## src/rtl/systolic_pkg.sv

```systemverilog
// Shared types and constants for the systolic array sequencer.
package systolic_pkg;

  localparam int DATA_W = 8;
  localparam int ACC_W  = 16;

  typedef enum logic [2:0] {
    IDLE,
    CLEAR,
    FEED,
    FLUSH,
    DONE
  } state_t;

  // Cycles for the last operand to cross an n x n array after the final read.
  function automatic int FLUSH_LEN(input int n);
    return 2 * n - 1;
  endfunction

endpackage

```

## src/rtl/systolic_seq_ctrl_skew_line.sv

```systemverilog
// Data+valid delay line of DEPTH stages with synchronous clear; DEPTH=0 is a wire.
module skew_line #(
  parameter int DEPTH  = 1,
  parameter int DATA_W = 8
) (
  input  logic              clk,
  input  logic              rst,
  input  logic [DATA_W-1:0] din,
  input  logic              vin,
  output logic [DATA_W-1:0] dout,
  output logic              vout
);

  generate
    if (DEPTH == 0) begin : g_pass
      logic unused_clk_rst;
      assign unused_clk_rst = clk ^ rst;
      assign dout = din;
      assign vout = vin;
    end else begin : g_shift
      logic [DATA_W-1:0] data_reg [DEPTH];
      logic [DEPTH-1:0]  valid_reg;

      always_ff @(posedge clk) begin
        if (rst) begin
          for (int d = 0; d < DEPTH; d++) data_reg[d] <= '0;
          valid_reg <= '0;
        end else begin
          data_reg[0]  <= din;
          valid_reg[0] <= vin;
          for (int d = 1; d < DEPTH; d++) begin
            data_reg[d]  <= data_reg[d-1];
            valid_reg[d] <= valid_reg[d-1];
          end
        end
      end

      assign dout = data_reg[DEPTH-1];
      assign vout = valid_reg[DEPTH-1];
    end
  endgenerate

endmodule

```

## src/rtl/systolic_seq_ctrl.sv

```systemverilog
// Sequencer for an N x N output-stationary systolic array: clear, feed K skewed
// operand vectors with zero-masked bubbles, drain the wavefront, flag results.
module systolic_seq_ctrl
  import systolic_pkg::*;
#(
  parameter int N    = 4,
  parameter int KMAX = 16
) (
  input  logic                      clk,
  input  logic                      rst,
  input  logic                      start,
  input  logic [$clog2(KMAX+1)-1:0] k_len,
  output logic                      busy,
  output logic                      done,
  output logic                      rd_en,
  output logic [$clog2(KMAX)-1:0]   rd_addr,
  input  logic [N*DATA_W-1:0]       a_rdata,
  input  logic [N*DATA_W-1:0]       b_rdata,
  output logic [N*DATA_W-1:0]       x_edge,
  output logic [N*DATA_W-1:0]       y_edge,
  output logic                      pe_clr,
  output logic                      res_valid
);

  localparam int KW = $clog2(KMAX + 1);
  localparam int AW = $clog2(KMAX);
  localparam int FW = $clog2(2 * N);
  localparam logic [FW-1:0] FLUSH_LAST = FW'(FLUSH_LEN(N) - 1);

  state_t          state_reg, state_next;
  logic [KW-1:0]   k_len_reg;
  logic [AW-1:0]   addr_reg;
  logic [FW-1:0]   flush_reg;
  logic            rd_valid_reg;
  logic            feed_last;

  assign feed_last = (KW'(addr_reg) == k_len_reg - KW'(1));

  always_ff @(posedge clk) begin
    if (rst) state_reg <= IDLE;
    else     state_reg <= state_next;
  end

  always_comb begin
    state_next = state_reg;
    case (state_reg)
      IDLE:    if (start) state_next = CLEAR;
      CLEAR:   state_next = (k_len_reg != '0) ? FEED : DONE;
      FEED:    if (feed_last) state_next = FLUSH;
      FLUSH:   if (flush_reg == '0) state_next = DONE;
      DONE:    state_next = IDLE;
      default: state_next = IDLE;
    endcase
  end

  always_comb begin
    busy      = (state_reg != IDLE);
    done      = (state_reg == DONE);
    res_valid = (state_reg == DONE);
    rd_en     = (state_reg == FEED) && !rst;
    pe_clr    = rst || (state_reg == CLEAR);
  end

  // k index runs only in FEED; flush counter preloads until FLUSH starts.
  always_ff @(posedge clk) begin
    if (rst) begin
      k_len_reg    <= '0;
      addr_reg     <= '0;
      flush_reg    <= '0;
      rd_valid_reg <= 1'b0;
    end else begin
      if (state_reg == IDLE && start) k_len_reg <= k_len;
      if (state_reg == FEED) addr_reg <= addr_reg + AW'(1);
      else                   addr_reg <= '0;
      if (state_reg == FLUSH) flush_reg <= flush_reg - FW'(1);
      else                    flush_reg <= FLUSH_LAST;
      rd_valid_reg <= rd_en;
    end
  end

  assign rd_addr = addr_reg;

  genvar gi;
  generate
    for (gi = 0; gi < N; gi++) begin : g_lane
      logic [DATA_W-1:0] a_dly, b_dly;
      logic              a_vld, b_vld;

      skew_line #(.DEPTH(gi), .DATA_W(DATA_W)) u_row (
        .clk  (clk),
        .rst  (rst),
        .din  (a_rdata[DATA_W*gi +: DATA_W]),
        .vin  (rd_valid_reg),
        .dout (a_dly),
        .vout (a_vld)
      );

      skew_line #(.DEPTH(gi), .DATA_W(DATA_W)) u_col (
        .clk  (clk),
        .rst  (rst),
        .din  (b_rdata[DATA_W*gi +: DATA_W]),
        .vin  (rd_valid_reg),
        .dout (b_dly),
        .vout (b_vld)
      );

      // Bubbles must contribute nothing to the accumulators.
      assign x_edge[DATA_W*gi +: DATA_W] = a_vld ? a_dly : '0;
      assign y_edge[DATA_W*gi +: DATA_W] = b_vld ? b_dly : '0;
    end
  endgenerate

endmodule

```

## config.mk

```make
export PLATFORM = sky130hd
export DESIGN_NAME = systolic_seq_ctrl
export DESIGN_NICKNAME = d
export VERILOG_FILES = /design/src/rtl/systolic_pkg.sv /design/src/rtl/systolic_seq_ctrl_skew_line.sv /design/src/rtl/systolic_seq_ctrl.sv
export SDC_FILE = /design/constraint.sdc
export NUM_CORES = 1
export LEC_CHECK = 0
export CAP_MARGIN = 20
export CORE_ASPECT_RATIO = 1.25
export CORE_MARGIN = 3
export CORE_UTILIZATION = 44
export DETAILED_ROUTE_END_ITERATION = 8
export PLACE_DENSITY = 0.88
export SYNTH_ARGS = -nofsm -noshare
export SYNTH_HDL_FRONTEND = slang
export SYNTH_SLANG_ARGS = --single-unit
```

## constraint.sdc

```tcl
create_clock -name clk -period 1.6 [get_ports clk]
set_clock_uncertainty 0.15 [all_clocks]
set_input_delay 0.32 -clock clk [delete_from_list [all_inputs] [get_ports clk]]
set_output_delay 0.32 -clock clk [all_outputs]
set_load 0.02 [all_outputs]
```

Word level (Yosys, flattened, before mapping)
Memory sizes are Yosys's and may differ from the RTL's. Index checks and enable logic that the tools add are counted.

Output and inout port bits: 73. Input port bits: 72. Register bits: 27. Logic and storage cells: 84. Bits in writable memories: 96. Memories kept: 6.

Add/subtract/negate cells: 3. Bitwise operators: 12. Multiplexer cells: 31. Eq/ne operators: 8. Reduce and logical (&&, ||, !) cells: 13.

Memory list: g_lane[3].u_col.g_shift.data_reg (words 3, width 8, read ports 3, clocked after Yosys merged registers in 0, write ports 3, RTL line systolic_seq_ctrl_skew_line.sv:21) `logic [DATA_W-1:0] data_reg [DEPTH];`; g_lane[3].u_row.g_shift.data_reg (words 3, width 8, read ports 3, clocked after Yosys merged registers in 0, write ports 3, RTL line systolic_seq_ctrl_skew_line.sv:21); g_lane[2].u_col.g_shift.data_reg (words 2, width 8, read ports 2, clocked after Yosys merged registers in 0, write ports 2, RTL line systolic_seq_ctrl_skew_line.sv:21); g_lane[2].u_row.g_shift.data_reg (words 2, width 8, read ports 2, clocked after Yosys merged registers in 0, write ports 2, RTL line systolic_seq_ctrl_skew_line.sv:21); g_lane[1].u_col.g_shift.data_reg (words 1, width 8, read ports 1, clocked after Yosys merged registers in 0, write ports 1, RTL line systolic_seq_ctrl_skew_line.sv:21); g_lane[1].u_row.g_shift.data_reg (words 1, width 8, read ports 1, clocked after Yosys merged registers in 0, write ports 1, RTL line systolic_seq_ctrl_skew_line.sv:21).

Operators by type and width (number): $mux W8 (20); $reduce_or A8 Y1 (2); $mux W3 (5); $pmux W3 S4 (1); $or A1 B1 Y1 (10); $eq A3 B2 Y1 const B (2); $logic_not A3 Y1 (2); $ne A2 B2 Y1 const B (3); $eq A4 B5 Y1 (1); $mux W1 (5); $reduce_bool A5 Y1 (1); $sub A5 B1 Y5 const B (1); $add A4 B1 Y4 const B (1); $reduce_or A2 Y1 (2); $eq A3 B1 Y1 const B (1); $eq A3 B3 Y1 const B (1); $reduce_and A3 Y1 (1); $reduce_bool A3 Y1 (1); $sub A3 B1 Y3 const B (1); $logic_and A1 B1 Y1 (2); $not A1 Y1 (2); $logic_not A1 Y1 (1); $logic_or A1 B1 Y1 (1).

Longest topological paths before layout
Gate-level depths: netlist of the first run.

Depth in word-level cells: 4. Gate-level depth with buffers: 6. Gate-level depth less buffers: 6.

Hierarchy
From an unflattened synthesis of the first run, not the netlist that was laid out.

Cell total of the unflattened synthesis: 420. Area, all modules: 4496.8 um^2.

By module, submodules not included: skew_line (g_lane[3].u_col ...) (area each 809.5 um^2, times used 2, cells each 64); systolic_seq_ctrl (area each 1171.1 um^2, times used 1, cells each 148); skew_line (g_lane[2].u_col ...) (area each 549.3 um^2, times used 2, cells each 45); skew_line (g_lane[1].u_col ...) (area each 236.5 um^2, times used 2, cells each 18); skew_line (g_lane[0].u_col ...) (area each 67.6 um^2, times used 2, cells each 9).

Least setup slack after synthesis of the first run
OpenSTA, ideal clock, no wires.

Path type: reg2out. Start: register state_reg[1]. End: output port res_valid. Stages on the path, launching flop included: 4. Slack: -212 ps. Data arrival time: 1342 ps. Required time: 1130 ps. Path through: dfxtp_1 -> buf_2 -> nor3b_1 -> buf_4.

Word-level cells in the longest chain between the ends: 1.

RTL lines: from (decl) (RTL line systolic_seq_ctrl.sv:30) `state_t state_reg, state_next;`; from (signal assigned) (RTL line systolic_seq_ctrl.sv:41) `else state_reg <= state_next;`; $eq A3 B3 Y1; to (decl) (RTL line systolic_seq_ctrl.sv:22) `output logic res_valid`.

Every way passes these cells.

Final worst setup path of the first run
Start: register state_reg[0]. End: output port busy.

Word-level cells in the longest chain between the ends: 1.

RTL lines: $reduce_bool A3 Y1 (RTL line systolic_seq_ctrl.sv:57) `busy = (state_reg != IDLE);`; to (decl) (RTL line systolic_seq_ctrl.sv:13) `output logic busy,`.

Every way passes these cells.

==> impl_metrics.ini, run 1 <==
[outcome]
status = complete, but fails checks
violations = negative setup slack

[worst_setup_path]
cp_max_fo = 6
rr_worst_depth = 6
crit_start = state_reg[0]
cp.required_ps = 1130
crit_chain = or3_4, buf_6
worstReg2RegEnd = k_len_reg[3]
crit_slowest_cell = dfxtp_4
rrSetupSlack_ps = 110
critPathKind = reg -> out
cp-start-kind = register
slowest_delay_ps = 360
crit_path_end_kind = output port
r2r-start = state_reg[1]
arrival_ps = 1360

[floorplanning]
core-area_mm2 = 0.00838
die-width_um = 89.8
rows = 37
ios = 145
start_util = 0.461
die_h_um = 111
dieArea_mm2 = 0.00995

[power_and_ir_drop]
seq_power_share = 0.418
power_frac_comb = 0.085
power_density_mw_per_mm2 = 1120
power.leakage_uw = 0.00285
finalPower_uw = 7270
switching_share = 0.222
p_int_uw = 5660
clkPwrFrac = 0.497
power.net_switching_uw = 1620
ir_drop_uv = 881

[clock_network]
clock_path_buffers = 2
cts_sinks = 115
clk_pin_slew_worst_paths_ps = 60
cts_made_buffers = 17
cts-root-buf = clkbuf_8
ctsHtreeMaxLevel = 4
clock_latency_ps = 500
hold_buffers = 0
cts_tree = yes

[yosys]
synth_top_area_cell = dfxtp_1
syn-num-nets = 437
synth_commonest_cells = 115 x dfxtp_1, 99 x nor2b_1, 65 x and2_1, 12 x nor2_1, 11 x clkbuf_1
avgSynthCellArea_um2 = 10.7
async_flop_share = 0
yosysMostFrequentCell = dfxtp_1
ys_types = 37
ys.flop_type = dfxtp_1
synthTopCellsByArea = dfxtp_1 60%, nor2b_1 16%, and2_1 11%
synthCells = 361
synthesis.area_mm2 = 0.00386
ys_ff_latch = 115
ys_seq_area_frac = 0.596
synth_edf_count = 0
synth-warning-count = 0
netlist.area_leader.share = 0.596

[final_layout]
syn2layout_area_growth_pct = 68.5
insertedDiodeCount = 0
final_nets = 612
fillers = 524
drive_gt1_frac = 0.401

[grt]
grt_overflow_total = 0
grt_max_degree = 108
grt_pass1_wl_mm = 14.8
grt.met3_usage = 0.0462
grt_pass1_vias = 3076
antenna_found_initial = 0
grtUsageMet1 = 0.189
grt_use_met2 = 0.350
grt_busiest_layer = met2
grt_usage = 0.187

[run]
maxCapViolCount = 0

[timing]
rsz0062_at_grt = yes
fin_crit_sh = 1.15
relSlewSlack = 0.336
worst_pin_slew_ps = 995
setup_viol_count_final = 69
fmax_ghz = 0.545
slew_violations = 0
timing_hold_violations_final = 0
worst_slack_ps = -234
period_needed_ps = 1830

[min_path]
hold_depth = 6
hold_path.class = in -> reg
hold_end = state_reg[1]
worstHoldStart = rst

[drt]
finalWirelength_mm = 9.19
drc = 0
routed-via-count = 2980
routedWlPerCell_um = 13.8
drt_pass1_iterations = 4
first_iter_violations = 61
vias_per_cell = 4.47
drt.antenna.violating_nets = 0

[placed_design]
hpwl_mm = 6.02
dp_slack_ps = -405
place.gp.congestion = 0.813
port_buffers = 144
[cells in the final DEF, fill, tap and decap left out, drive strengths merged]
cell type and instances:
a21o 1, a21oi 3, a221oi 1, a41oi 1, and2 65, and3 1, buf 103, bufinv 2
clkbuf 20, clkdlybuf4s15 1, clkdlybuf4s50 70, clkinv 3, clkinvlp 3, dfxtp 115, ha 4, inv 12
mux2i 5, nand2 4, nand2b 1, nand3 3, nand3b 2, nand4 1, nor2 13, nor2b 99
nor3 2, nor3b 1, nor4 1, o21ai 2, o21ba 1, o22ai 1, or3 1, xnor2 3
xor2 4
[timing repair]
action | in CTS | in global routing
gates resized for setup | 510 | 10
gates cloned | 2 | 1
pin swaps | 6 | 3
setup endpoints to repair | 73 | 78
setup buffers | 5 | 3
[logic make-up (layout without fill, tap and decap cells)]
family	Yosys count	after routing	share of synthesized area
and+or+nand+nor	194	194	0.310
DFF	115	115	0.596
buffers and inverters	26	214	0.0350
AOI/OAI and AO/OA	10	10	0.0175
xor gates and xnor gates	7	7	0.0159
muxes	5	5	0.0130
adders and majority gates	4	4	0.0130
[power by group through the flow]
stage	logic (µW)	registers, µW	clock network [µW]
after floorplan	271	3090	0
after global placement	534	3090	0
after detailed placement	555	3100	0
after CTS	603	3040	3660
after global routing	672	3060	3830
final	618	3040	3610
[worst max-delay path: cells and delay by family (launching register included)]
family | cells | cell delay [ps]
flops | 1 | 360
buf+inv | 1 | 140
simple gates | 1 | 360
[worst max path at each step]
stage / to / slack [ps] / cells past startpoint
after detailed placement: x_edge[0] / -410 / 3
after global placement: x_edge[0] / -400 / 3
after global routing: busy / -280 / 2
final: busy / -230 / 2
after floorplan: res_valid / 40 / 3
after CTS: busy / -250 / 2
[routing by layer]
layer / vias to the layer above / wire, µm / share of wire
li1: 1464 / - / -
met1: 1399 / 3320 / 0.36
met2: 93 / 5140 / 0.56
met3: 24 / 412 / 0.045
met4: 0 / 323 / 0.035
met5: - / 0 / 0
[cell type report]
class                           count  area (µm²)  share of cell area
Clock buffer                       19         432              0.0663
Clock inverter                     13         149              0.0229
Inverter                            7        26.3             0.00404
Multi-Input combinational cell    220        1620               0.249
Sequential cell                   115        2330               0.358
Tap cell                          117         146              0.0225
Timing Repair Buffer              175        1810               0.278
[metrics by stage]
step / instance area (µm²) / cells / TNS [ps] / hold slack [ps] / util
floorplan: 3870 / 361 / 0 / 249 / -
global placement: 5530 / 624 / -10800 / 260 / 0.660
detailed placement: 5530 / 624 / -14460 / 270 / 0.660
CTS: 6460 / 662 / -8700 / 147 / 0.771
global route: 6510 / 666 / -10980 / 184 / 0.777
finish: 6510 / 666 / -8080 / 187 / 0.777
No activity file was read; power rests on OpenSTA's default activity.
==> run 2: changes to the inputs <==
CORE_ASPECT_RATIO = not set   (was 1.25)
TNS_END_PERCENT = 30   (was not set)
==> impl_metrics.ini, run 2 (synthesized netlist as in run 1, its figures left out) <==
[power_and_ir_drop]
finalPower_uw = 7290
ir_drop_uv = 1140
power.leakage_uw = 0.00282
power_density_mw_per_mm2 = 1140

[drt]
vias_per_cell = 4.52
routed-via-count = 2947
drt.antenna.violating_nets = 0
routedWlPerCell_um = 13.7
first_iter_violations = 34
finalWirelength_mm = 8.93
drt_pass1_iterations = 4
drc = 0

[timing]
slew_violations = 0
relSlewSlack = 0.645
worst_slack_ps = -218
fin_crit_sh = 1.14
period_needed_ps = 1820
worst_pin_slew_ps = 532
setup_viol_count_final = 69
worst_hold_slack_ps = 122
rsz0062_at_grt = yes
timing_hold_violations_final = 0
fmax_ghz = 0.550

[worst_setup_path]
cp-start-kind = register
crit_path_end_kind = output port
arrival_ps = 1350
cp_top_family = simple AND/OR/NAND/NOR gates
critPathKind = reg -> out
crit_chain = or3_4, buf_6
crit_slowest_cell = or3_4
slowest_delay_ps = 380
cp_max_fo = 3
cp.required_ps = 1130
crit_buf_inv = 1

[min_path]
hold_path.class = in -> reg

[outcome]
status = complete, but fails checks
violations = negative setup slack

[floorplanning]
start_util = 0.461
core-area_mm2 = 0.00838
dieArea_mm2 = 0.00994
rows = 33
die_h_um = 99.7
die-width_um = 99.7
ios = 145

[placed_design]
dp_slack_ps = -406
placedCellCount = 614
hpwl_mm = 5.81
place.gp.congestion = 0.773
port_buffers = 144

[run]
maxCapViolCount = 0

[final_layout]
layout_common_cells = 107 x dfxtp_1, 99 x nor2b_1, 70 x clkdlybuf4s50_1
drive_gt1_frac = 0.366
fin_util = 0.760
layout.cells.non_filler = 652
final_common_cell = dfxtp_1
final_nets = 610
syn2layout_area_growth_pct = 65.0
insertedDiodeCount = 0

[clock_network]
clk_pin_slew_worst_paths_ps = 60
cts-root-buf = clkbuf_8
cts_made_buffers = 17
cts_sinks = 115
clock_latency_ps = 490
cts_tree = yes
ctsHtreeMaxLevel = 4
clock_path_buffers = 2

[grt]
grt_usage = 0.172
grt_max_degree = 56
grt_pass1_vias = 2945
grt_pass1_wl_mm = 13.5
grt_overflow_total = 0
antenna_found_initial = 0
run 2: cell types whose count changed in the layout (fill, tap and decap cells not counted), moves of 2 or more:
cell        before  now
buf_6           75   60
dfxtp_2          2    4
and2_4          64   45
buf_2            3    6
dfxtp_4          6    4
clkinv_4         2    4
and2_1           1   20
clkinvlp_4       3    1
buf_4           23   34
run 2: through the flow:
stage / area [µm²] / TNS, ps
final: 6370 / -7200
after global routing: 6370 / -10790
after CTS: 6070 / -8840
after detailed placement: 5540 / -10680
after global placement: 5540 / -10240
after floorplan: 3870 / 0
run 2: worst min-delay path, stage by stage:
cell and delay (ps):
buf_4 120, nor2_4 50, nand3b_4 80, buf_4 120
inv_1 30
run 2: final cells by class:
class                           count  area [µm²]
Tap cell                          105         131
Clock inverter                     15         171
Fill cell                         536        2010
Sequential cell                   115        2320
Multi-Input combinational cell    220        1580
Clock buffer                       17         414
Timing Repair Buffer              173        1730
Inverter                            7        28.8
run 2: final timing paths:
| kind | from | to | slack [ps] | depth (start not counted) |
|---|---|---|---|---|
| min reg2reg | g_lane[3].u_col.g_shift.data_reg[0][5] | g_lane[3].u_col.g_shift.data_reg[0][13] | 280 | 1 |
| min | rst | rd_valid_reg | 120 | 5 |
| max reg2reg | state_reg[1] | k_len_reg[3] | 60 | 7 |
| max | state_reg[1] | busy | -220 | 2 |
run 2: metal layers:
layer / vias up / part of all wire / track usage
li1: 1459 / - / -
met5: - / 0 / 0
met2: 101 / 0.55 / 0.311
met3: 13 / 0.052 / 0.0484
met1: 1374 / 0.38 / 0.183
met4: 0 / 0.018 / 0.0777
run 2: where the power goes:
part | switching (µW) | internal (µW) | leakage (µW) | total, µW
clock network | 1370 | 2260 | 0.000286 | 3630
registers | 53.5 | 2990 | 0.000953 | 3050
logic | 232 | 378 | 0.00158 | 610
run 2: what timing repair did:
item	4_1_cts	5_1_grt
hold endpoints to repair	0	0
gates cloned	0	1
setup endpoints to repair	73	74
buffers inserted	7	1
gates resized for setup	383	103
pin swaps	4	4
hold buffers	0	0
==> run 3: changes to the inputs <==
SLEW_MARGIN = 10   (was not set)
==> results of run 3 <==
No change in the layout: final DEF, timing and power equal those of run 2.
